<file path="src/rtl/util_irq2axis.sv">
// util_irq2axis: turns level interrupt sources into one-byte MSI vectors on an AXI-Stream port.
// Rising edges are latched as pending bits and served round-robin, with an optional idle holdoff after each delivery.
module util_irq2axis #(
   parameter int NUM_IRQ        = 8,
   parameter int VECTOR_BASE    = 0,
   parameter int HOLDOFF_CYCLES = 0
) (
   input  logic               clk,
   input  logic               rst_n,
   input  logic [NUM_IRQ-1:0] irq,
   input  logic [NUM_IRQ-1:0] irq_mask,
   output logic [7:0]         m_axis_tdata,
   output logic               m_axis_tvalid,
   input  logic               m_axis_tready,
   output logic [NUM_IRQ-1:0] pending,
   output logic [1:0]         dbg_state
);

   localparam int          IDX_W     = (NUM_IRQ > 1) ? $clog2(NUM_IRQ) : 1;
   localparam logic [15:0] HOLD_LOAD = 16'((HOLDOFF_CYCLES > 0) ? HOLDOFF_CYCLES - 1 : 0);

   if (NUM_IRQ < 1 || NUM_IRQ > 32) begin : g_bad_num_irq
      $error("util_irq2axis: NUM_IRQ must be within 1..32");
   end
   if (VECTOR_BASE < 0 || VECTOR_BASE + NUM_IRQ - 1 > 31) begin : g_bad_vector_base
      $error("util_irq2axis: VECTOR_BASE+NUM_IRQ-1 must be within 0..31");
   end
   if (HOLDOFF_CYCLES < 0 || HOLDOFF_CYCLES > 65535) begin : g_bad_holdoff
      $error("util_irq2axis: HOLDOFF_CYCLES must be within 0..65535");
   end

   typedef enum logic [1:0] {
      S_IDLE    = 2'd0,
      S_SEND    = 2'd1,
      S_HOLDOFF = 2'd2
   } state_t;

   state_t             state, state_n;
   logic [NUM_IRQ-1:0] irq_q;
   logic [NUM_IRQ-1:0] pending_n;
   logic [NUM_IRQ-1:0] rise;
   logic [NUM_IRQ-1:0] elig;
   logic [NUM_IRQ-1:0] clr;
   logic               tvalid_n;
   logic [7:0]         tdata_n;
   logic [IDX_W-1:0]   idx, idx_n;
   logic [IDX_W-1:0]   rr_ptr, rr_n;
   logic [15:0]        hold_cnt, hold_cnt_n;
   logic               found;
   int                 sel_int;
   int                 j;

   assign rise      = irq & ~irq_q;
   assign elig      = pending & ~irq_mask;
   assign dbg_state = state;

   // Round-robin search: first eligible source at or after rr_ptr, wrapping to 0.
   always_comb begin
      found   = 1'b0;
      sel_int = 0;
      j       = 0;
      for (int off = 0; off < NUM_IRQ; off++) begin
         j = int'(rr_ptr) + off;
         if (j >= NUM_IRQ) j = j - NUM_IRQ;
         if (!found && elig[j[IDX_W-1:0]]) begin
            found   = 1'b1;
            sel_int = j;
         end
      end
   end

   // Stream handshake: tvalid rises only from IDLE and then holds, together with
   // tdata, until the edge where tvalid & tready are both high; it is never retracted.
   always_comb begin
      state_n    = state;
      tvalid_n   = m_axis_tvalid;
      tdata_n    = m_axis_tdata;
      idx_n      = idx;
      rr_n       = rr_ptr;
      hold_cnt_n = hold_cnt;
      clr        = '0;
      case (state)
         S_IDLE: begin
            if (found) begin
               tvalid_n = 1'b1;
               tdata_n  = {3'b000, 5'(VECTOR_BASE + sel_int)};
               idx_n    = IDX_W'(sel_int);
               state_n  = S_SEND;
            end
         end
         S_SEND: begin
            if (m_axis_tready) begin
               tvalid_n = 1'b0;
               clr      = NUM_IRQ'(1) << idx;
               if (idx == IDX_W'(NUM_IRQ - 1)) rr_n = '0;
               else                            rr_n = idx + IDX_W'(1);
               if (HOLDOFF_CYCLES > 0) begin
                  hold_cnt_n = HOLD_LOAD;
                  state_n    = S_HOLDOFF;
               end else begin
                  state_n    = S_IDLE;
               end
            end
         end
         S_HOLDOFF: begin
            if (hold_cnt == 16'd0) state_n    = S_IDLE;
            else                   hold_cnt_n = hold_cnt - 16'd1;
         end
         default: state_n = S_IDLE;
      endcase
      // A fresh edge on the source being delivered re-arms it.
      pending_n = (pending & ~clr) | rise;
   end

   always_ff @(posedge clk) begin
      if (!rst_n) begin
         state         <= S_IDLE;
         irq_q         <= '0;
         pending       <= '0;
         m_axis_tvalid <= 1'b0;
         m_axis_tdata  <= 8'd0;
         idx           <= '0;
         rr_ptr        <= '0;
         hold_cnt      <= 16'd0;
      end else begin
         state         <= state_n;
         irq_q         <= irq;
         pending       <= pending_n;
         m_axis_tvalid <= tvalid_n;
         m_axis_tdata  <= tdata_n;
         idx           <= idx_n;
         rr_ptr        <= rr_n;
         hold_cnt      <= hold_cnt_n;
      end
   end

endmodule

</file>
<file path="config.mk">
export PLATFORM = sky130hd
export DESIGN_NAME = util_irq2axis
export DESIGN_NICKNAME = d
export VERILOG_FILES = /design/src/rtl/util_irq2axis.sv
export SDC_FILE = /design/constraint.sdc
export NUM_CORES = 1
export LEC_CHECK = 0
export ABC_AREA = 1
export CAP_MARGIN = 20
export CORE_AREA = 2 2 69 71
export CTS_CLUSTER_SIZE = 10
export DETAILED_ROUTE_END_ITERATION = 12
export DIE_AREA = 0 0 71 73
export GPL_ROUTABILITY_DRIVEN = 0
export GPL_TIMING_DRIVEN = 0
export PLACE_DENSITY = 0.69
export SETUP_SLACK_MARGIN = 0.2
export SYNTH_ARGS = -nofsm -noshare
export SYNTH_HDL_FRONTEND = slang
export SYNTH_SLANG_ARGS = --single-unit
</file>
<file path="constraint.sdc">
create_clock -name clk -period 4.8 [get_ports clk]
set_clock_uncertainty 0.05 [all_clocks]
set_input_delay 1.2 -clock clk [delete_from_list [all_inputs] [get_ports clk]]
set_output_delay 1.2 -clock clk [all_outputs]
set_load 0.005 [all_outputs]
</file>
==> results.sh, run 1 <==
export IMPL_status="finished, final reports clean"
export IMPL_cts_sinks=25
export IMPL_design_area_um2=2250
export IMPL_hold_path_depth=1
export IMPL_die_area_um2=5180
export IMPL_n_antenna_cell=0
export IMPL_antenna_found_initial=0
export IMPL_portBuffers=33
export IMPL_fillers=452
export IMPL_final_setup_viol_count=0
export IMPL_areaGrowthSynthToFinish_pct=25.5
export IMPL_ir_drop_uv=214
export IMPL_syn_inst=246
export IMPL_critPathMaxFanout=5
export IMPL_drtIter0Drc=85
export IMPL_p_leak_uw=0.00103
export IMPL_crit_required_ns=4.88
export IMPL_fin_crit_sh_pct=59.5
export IMPL_core_area_um2=4540
export IMPL_reg2reg_setup_slack_ns=2.01
export IMPL_post_dp_hpwl_mm=3.31
export IMPL_io_pins=38
export IMPL_ctsResizeCount=0
export IMPL_tritoncts_num_buffers=3
export IMPL_p_comb_share_pct=50.8
export IMPL_switchingPower_uw=336
export IMPL_worstMarginPinSlew_ns=0.517
export IMPL_r2r_end="m_axis_tdata[3]"
export IMPL_placed_area_um2=2200
export IMPL_rows=25
export IMPL_hold_violations=0
export IMPL_fin_crit_ns=2.85
export IMPL_gr_total_overflow=0
export IMPL_crit_path_start_kind="input pin"
export IMPL_clkPwrFrac_pct=15.7
export IMPL_rr_worst_depth=14
export IMPL_nNetsFinal=316
export IMPL_totalPowerFinal_uw=794
export IMPL_drive_gt1_share_pct=16.8
export IMPL_max_stage_delay_ns=0.49
export IMPL_avgSynthCellArea_um2=7.29
export IMPL_cts_hold_buf=0
export IMPL_gr_usage_all_layers_pct=17.2
export IMPL_wl_per_cell_um=12.1
export IMPL_crit_type="in -> reg"
export IMPL_grt_pass1_vias=1604
export IMPL_clk_pin_slew_ns=0.09
export IMPL_cap_violations=0
export IMPL_yosysWarnings=0
export IMPL_synth_seq_cells=25
export IMPL_hold_start="irq_q[0]"
export IMPL_critPathSlowestCell="clkdlybuf4s50_1"
export IMPL_r2r_start="rr_ptr[1]"
export IMPL_die_y_um=73
export IMPL_postCtsSetupBuffers=0
export IMPL_vias_per_cell=4.91
export IMPL_arrival_ns=2.94
export IMPL_grt_pass1_wl_mm=7.16
export IMPL_swShare_pct=42.3
export IMPL_seq_area_frac_synth_pct=27.9
export IMPL_crit_chain="clkdlybuf4s50_1 -> inv_1 -> nand3_1 -> nand3_2 -> nand2_1 -> nand2_1 -> nand2_2 -> nand4_4 -> nor2_4 -> nand3_2 -> nand2_4 -> inv_4 -> nand2_1 -> a21oi_1"
export IMPL_power_density_nw_per_um2=353
export IMPL_antenna_left=0
export IMPL_slew_viol_final=0
export IMPL_max_freq_mhz=350
export IMPL_min_path_type="reg -> reg"
export IMPL_path_delay_family="simple AND/OR/NAND/NOR gates"
export IMPL_synth_area_um2=1790
export IMPL_ff_latch_area_um2=500
export IMPL_cts_tree="done"
export IMPL_final_common_cell="nand2_1"
export IMPL_drc_errors=0
export IMPL_setup_tns_ns=0
export IMPL_p_int_uw=458
export IMPL_min_to="pending[0]"
export IMPL_dr_pass1_iters=4
export IMPL_clockRootBuffer="clkbuf_8"
export IMPL_start_util_pct=39.5
export IMPL_dieWidth_um=71
export IMPL_yosysUniqueCellTypes=32
export IMPL_worst_setup_path_end_kind="flip-flop"
export IMPL_slew_headroom_pct=65.5
export IMPL_multi_input_area_um2=1070
export IMPL_grt_max_degree=16
export IMPL_cpMostUsedCell="nand2_1"
export IMPL_htree_levels=1
export IMPL_rsz0062_at_grt="no"
export IMPL_num_vias=1671
export IMPL_worst_skew_pair_late_latency_ns=0.27
export IMPL_cts_path_max_buffers=2
export IMPL_crit_buf_inv=3
export IMPL_seq_power_share_pct=33.4
export IMPL_final_cell_mix="45 x nand2_1, 34 x inv_1, 33 x clkdlybuf4s50_1, 30 x nand3_1, 25 x dfxtp_1"
export IMPL_wl_mm=4.13
state kept, by name, indices dropped and copies added (netlist names):
| register | count |
|---|---|
| m_axis_tvalid | 1 |
| idx | 2 |
| m_axis_tdata | 3 |
| rr_ptr | 3 |
| pending | 8 |
| irq_q | 8 |
routing by layer:
layer | track usage, % | up-vias | share of wire (%)
li1 | - | 879 | -
met1 | 22.7 | 752 | 47
met2 | 30.4 | 38 | 48
met3 | 0.967 | 2 | 3.8
met4 | 5.03 | 0 | 0.87
met5 | 0 | - | 0
final cells by class:
class | instances | area share [%]
Buffer | 11 | 3.50
Multi-Input combinational cell | 174 | 47.7
Clock buffer | 3 | 1.83
Timing Repair Buffer | 33 | 14.7
Sequential cell | 25 | 22.2
Inverter | 39 | 6.73
Clock inverter | 1 | 0.334
Tap cell | 54 | 3.00
power by group through the flow:
stage	clock network (uW)	registers [uW]	logic [uW]
2_1_floorplan	0	261	292
5_1_grt	133	268	457
4_1_cts	128	265	405
3_3_place_gp	0	269	397
6_report	125	265	403
3_5_place_dp	0	269	402
cell families (layout without fill, tap and decap cells):
kind of cell / after synthesis / after routing / synth area share, %
AO/OA/AOI/OAI: 42 / 42 / 13.7
XOR/XNOR: 2 / 2 / 1.40
adder cells (fa/ha/maj): 10 / 10 / 6.98
buffers and inverters: 50 / 87 / 12.8
flip-flops: 25 / 25 / 27.9
other: 1 / 4 / 0.209
AND/OR/NAND/NOR: 116 / 116 / 36.9
per-stage QoR:
| stage | cells | hold WS, ns | util, % | setup WS, ns |
|---|---|---|---|---|
| CTS | 340 | 0.368 | 49.6 | 1.94 |
| detailed placement | 336 | 0.367 | 48.6 | 1.67 |
| global placement | 336 | 0.359 | 48.6 | 1.69 |
| floorplan | 249 | 0.349 | - | 2.32 |
| global route | 340 | 0.387 | 49.6 | 1.72 |
| finish | 340 | 0.374 | 49.6 | 1.95 |
synthesized netlist by cell type:
cell,count,area share (%)
inv_2,3,0.63
nand4_4,1,1.2
nand3_1,30,8.4
nor2_1,11,2.3
nor2_2,2,0.70
o211ai_1,1,0.42
xor2_2,1,0.91
xor2_1,1,0.49
ha_1,10,7.0
nand2_1,45,9.4
nand3_2,16,8.9
nor2_4,1,0.63
o21ai_2,2,0.98
o21ai_0,15,4.2
o21ai_1,2,0.56
o21a_1,1,0.42
inv_4,2,0.70
nand2_2,2,0.70
conb_1,1,0.21
a211oi_1,1,0.42
buf_6,2,1.3
nand4_1,3,1.0
nand2_4,4,2.5
dfxtp_1,25,28
a21oi_2,1,0.49
o21bai_1,2,0.84
a21oi_1,7,2.0
nor2_8,1,1.1
o22ai_1,10,3.5
clkbuf_1,3,0.63
buf_4,6,2.5
inv_1,34,7.1
worst max path at each step:
stage	depth (start not counted)	slack (ns)	start	endpoint
CTS	14	1.94	irq_mask[1]	m_axis_tdata[3]
detailed placement	14	1.67	irq_mask[1]	m_axis_tdata[3]
global placement	14	1.69	irq_mask[0]	m_axis_tdata[4]
floorplan	13	2.32	irq_mask[5]	m_axis_tdata[2]
global route	14	1.72	irq_mask[1]	m_axis_tdata[3]
finish	14	1.95	irq_mask[1]	m_axis_tdata[3]
No activity file was read; power rests on OpenSTA's default activity.
==> inputs of run 2 (changes only) <==
Settings changed: PLACE_DENSITY 0.69 to 0.71.
Clock period 4.8 ns to 2.4 ns, I/O delays scaled along.
==> run 2 against run 1 <==
Clock power grew 95%. Via count grew 15%. Non-clock buffer count grew 18. First-iteration DRC count grew 72%. Total power grew 130%. Routed wire length grew 24%. Design area grew 19%. Sequential power grew 100%. Final cell count grew 5.3%.
==> results.sh, run 2 (synthesis results as in run 1) <==
export IMPL_status="finished, final reports clean"
export IMPL_drive_gt1_share_pct=37.2
export IMPL_swShare_pct=43.5
export IMPL_cap_violations=0
export IMPL_gr_usage_all_layers_pct=19.2
export IMPL_switchingPower_uw=810
export IMPL_rows=25
export IMPL_hold_violations=0
export IMPL_io_pins=38
export IMPL_seq_power_share_pct=28.7
export IMPL_rsz0062_at_grt="yes"
export IMPL_wl_mm=5.11
export IMPL_worst_skew_pair_late_latency_ns=0.27
export IMPL_slew_headroom_pct=66.6
export IMPL_tritoncts_num_buffers=3
export IMPL_grt_pass1_vias=1796
export IMPL_cts_sinks=25
export IMPL_drc_errors=0
export IMPL_vias_per_cell=5.35
export IMPL_worst_setup_path_end_kind="flip-flop"
export IMPL_clk_pin_slew_ns=0.08
export IMPL_dp_slack_ns=-0.153
export IMPL_portBuffers=33
export IMPL_dieWidth_um=71
export IMPL_clockRootBuffer="clkbuf_8"
export IMPL_setup_tns_ns=0
export IMPL_finalWorstSetupSlack_ns=0.136
export IMPL_worstMarginPinSlew_ns=0.501
export IMPL_num_vias=1914
export IMPL_drtIter0Drc=146
export IMPL_final_cell_mix="34 x nand2_1, 27 x clkdlybuf4s50_1, 23 x inv_1, 23 x buf_4, 23 x dfxtp_1"
export IMPL_post_dp_hpwl_mm=3.34
export IMPL_final_common_cell="nand2_1"
export IMPL_ir_drop_uv=536
export IMPL_crit_required_ns=2.52
export IMPL_die_y_um=73
export IMPL_grt_max_degree=14
export IMPL_wl_per_cell_um=14.3
export IMPL_fin_crit_ns=2.26
export IMPL_n_antenna_cell=0
export IMPL_min_to="pending[2]"
export IMPL_gr_total_overflow=0
export IMPL_fillers=385
export IMPL_reg2reg_setup_slack_ns=0.14
export IMPL_p_int_uw=1050
export IMPL_htree_levels=1
export IMPL_critPathMaxFanout=3
export IMPL_totalPowerFinal_uw=1860
export IMPL_p_leak_uw=0.00119
export IMPL_dr_pass1_iters=5
export IMPL_crit_path_start_kind="input pin"
export IMPL_slew_viol_final=0
export IMPL_place_inst=336
export IMPL_fin_cells=358
export IMPL_final_setup_viol_count=0
export IMPL_hold_start="irq_q[2]"
export IMPL_cts_path_max_buffers=2
export IMPL_areaGrowthSynthToFinish_pct=49.2
export IMPL_hold_path_depth=1
export IMPL_fin_crit_sh_pct=94.3
export IMPL_r2r_start="rr_ptr[0]"
export IMPL_core_area_um2=4540
export IMPL_arrival_ns=2.38
export IMPL_die_area_um2=5180
export IMPL_power_density_nw_per_um2=696
export IMPL_reg_largest_list="irq_q: 8 flops, pending: 8 flops"
export IMPL_p_comb_share_pct=58.2
export IMPL_start_util_pct=39.5
export IMPL_clkPwrFrac_pct=13.1
export IMPL_crit_type="in -> reg"
export IMPL_cts_tree="done"
export IMPL_max_freq_mhz=442
export IMPL_antenna_found_initial=0
export IMPL_r2r_end="m_axis_tdata[2]"
export IMPL_min_path_type="reg -> reg"
export IMPL_antenna_left=0
export IMPL_rr_worst_depth=14
export IMPL_grt_pass1_wl_mm=8.02
export IMPL_nNetsFinal=334
run 2: worst max-delay path by stage:
stage	end	slack, ns	cells past startpoint	startpoint
global route	m_axis_tdata[2]	0.03	14	rr_ptr[0]
floorplan	m_axis_tdata[2]	0.27	16	rr_ptr[0]
global placement	m_axis_tdata[3]	-0.11	14	irq_mask[5]
detailed placement	m_axis_tdata[4]	-0.15	14	irq_mask[5]
CTS	m_axis_tdata[2]	0.16	14	irq_mask[0]
finish	m_axis_tdata[2]	0.14	12	irq_mask[0]
run 2: metrics by stage:
step / cell area (um^2) / utilization, % / hold slack [ns]
after CTS: 2470 / 54.5 / 0.379
after detailed placement: 2210 / 48.8 / 0.367
after global routing: 2680 / 59.0 / 0.391
final: 2680 / 59.0 / 0.377
after global placement: 2210 / 48.8 / 0.358
after floorplan: 1820 / - / 0.349
run 2: area by class of cell:
cell class / count / area (um^2) / area share [%]
timing repair buffer: 51 / 462 / 17.3
tap: 54 / 67.6 / 2.53
inverter: 39 / 168 / 6.27
multi-input combinational: 174 / 1340 / 50.1
clock buffer: 4 / 45.0 / 1.68
buffer: 11 / 86.3 / 3.23
sequential: 25 / 505 / 18.9
run 2: layer usage:
metal | vias to the layer above | share of wire, % | global-route usage [%]
met2 | 88 | 50 | 34.9
met1 | 876 | 39 | 23.6
li1 | 928 | - | -
met5 | - | 0 | 0
met3 | 22 | 6.2 | 1.24
met4 | 0 | 4.2 | 7.76
run 2: power groups by stage:
| stage | Sequential, uW | Combinational (uW) | Clock, uW |
|---|---|---|---|
| floorplan | 522 | 592 | 0 |
| global placement | 536 | 807 | 0 |
| detailed placement | 537 | 818 | 0 |
| CTS | 533 | 950 | 246 |
| global route | 543 | 1180 | 265 |
| finish | 535 | 1080 | 244 |
run 2: worst max-delay path: stages:
cell and delay (ns):
clkdlybuf4s50_1 0.41, inv_2 0.08, nand3_2 0.11, nand3_1 0.12, nand2_2 0.09, buf_4 0.14, o21ai_0 0.24, nor2_1 0.09
o21ai_0 0.17, o21ai_0 0.13, nor2_1 0.14, nor2_2 0.05
run 2: repair_timing:
action | in CTS | in global routing
hold buffers | 0 | 0
setup buffers | 10 | 8
endpoints found under the setup margin | 6 | 6
resized for setup | 46 | 28
pin swaps | 20 | 21
==> inputs of run 3 (changes only) <==
Settings changed: CAP_MARGIN 20 to unset.
==> results of run 3 <==
Same layout as run 2: the final DEF is identical, and so are final timing and power.
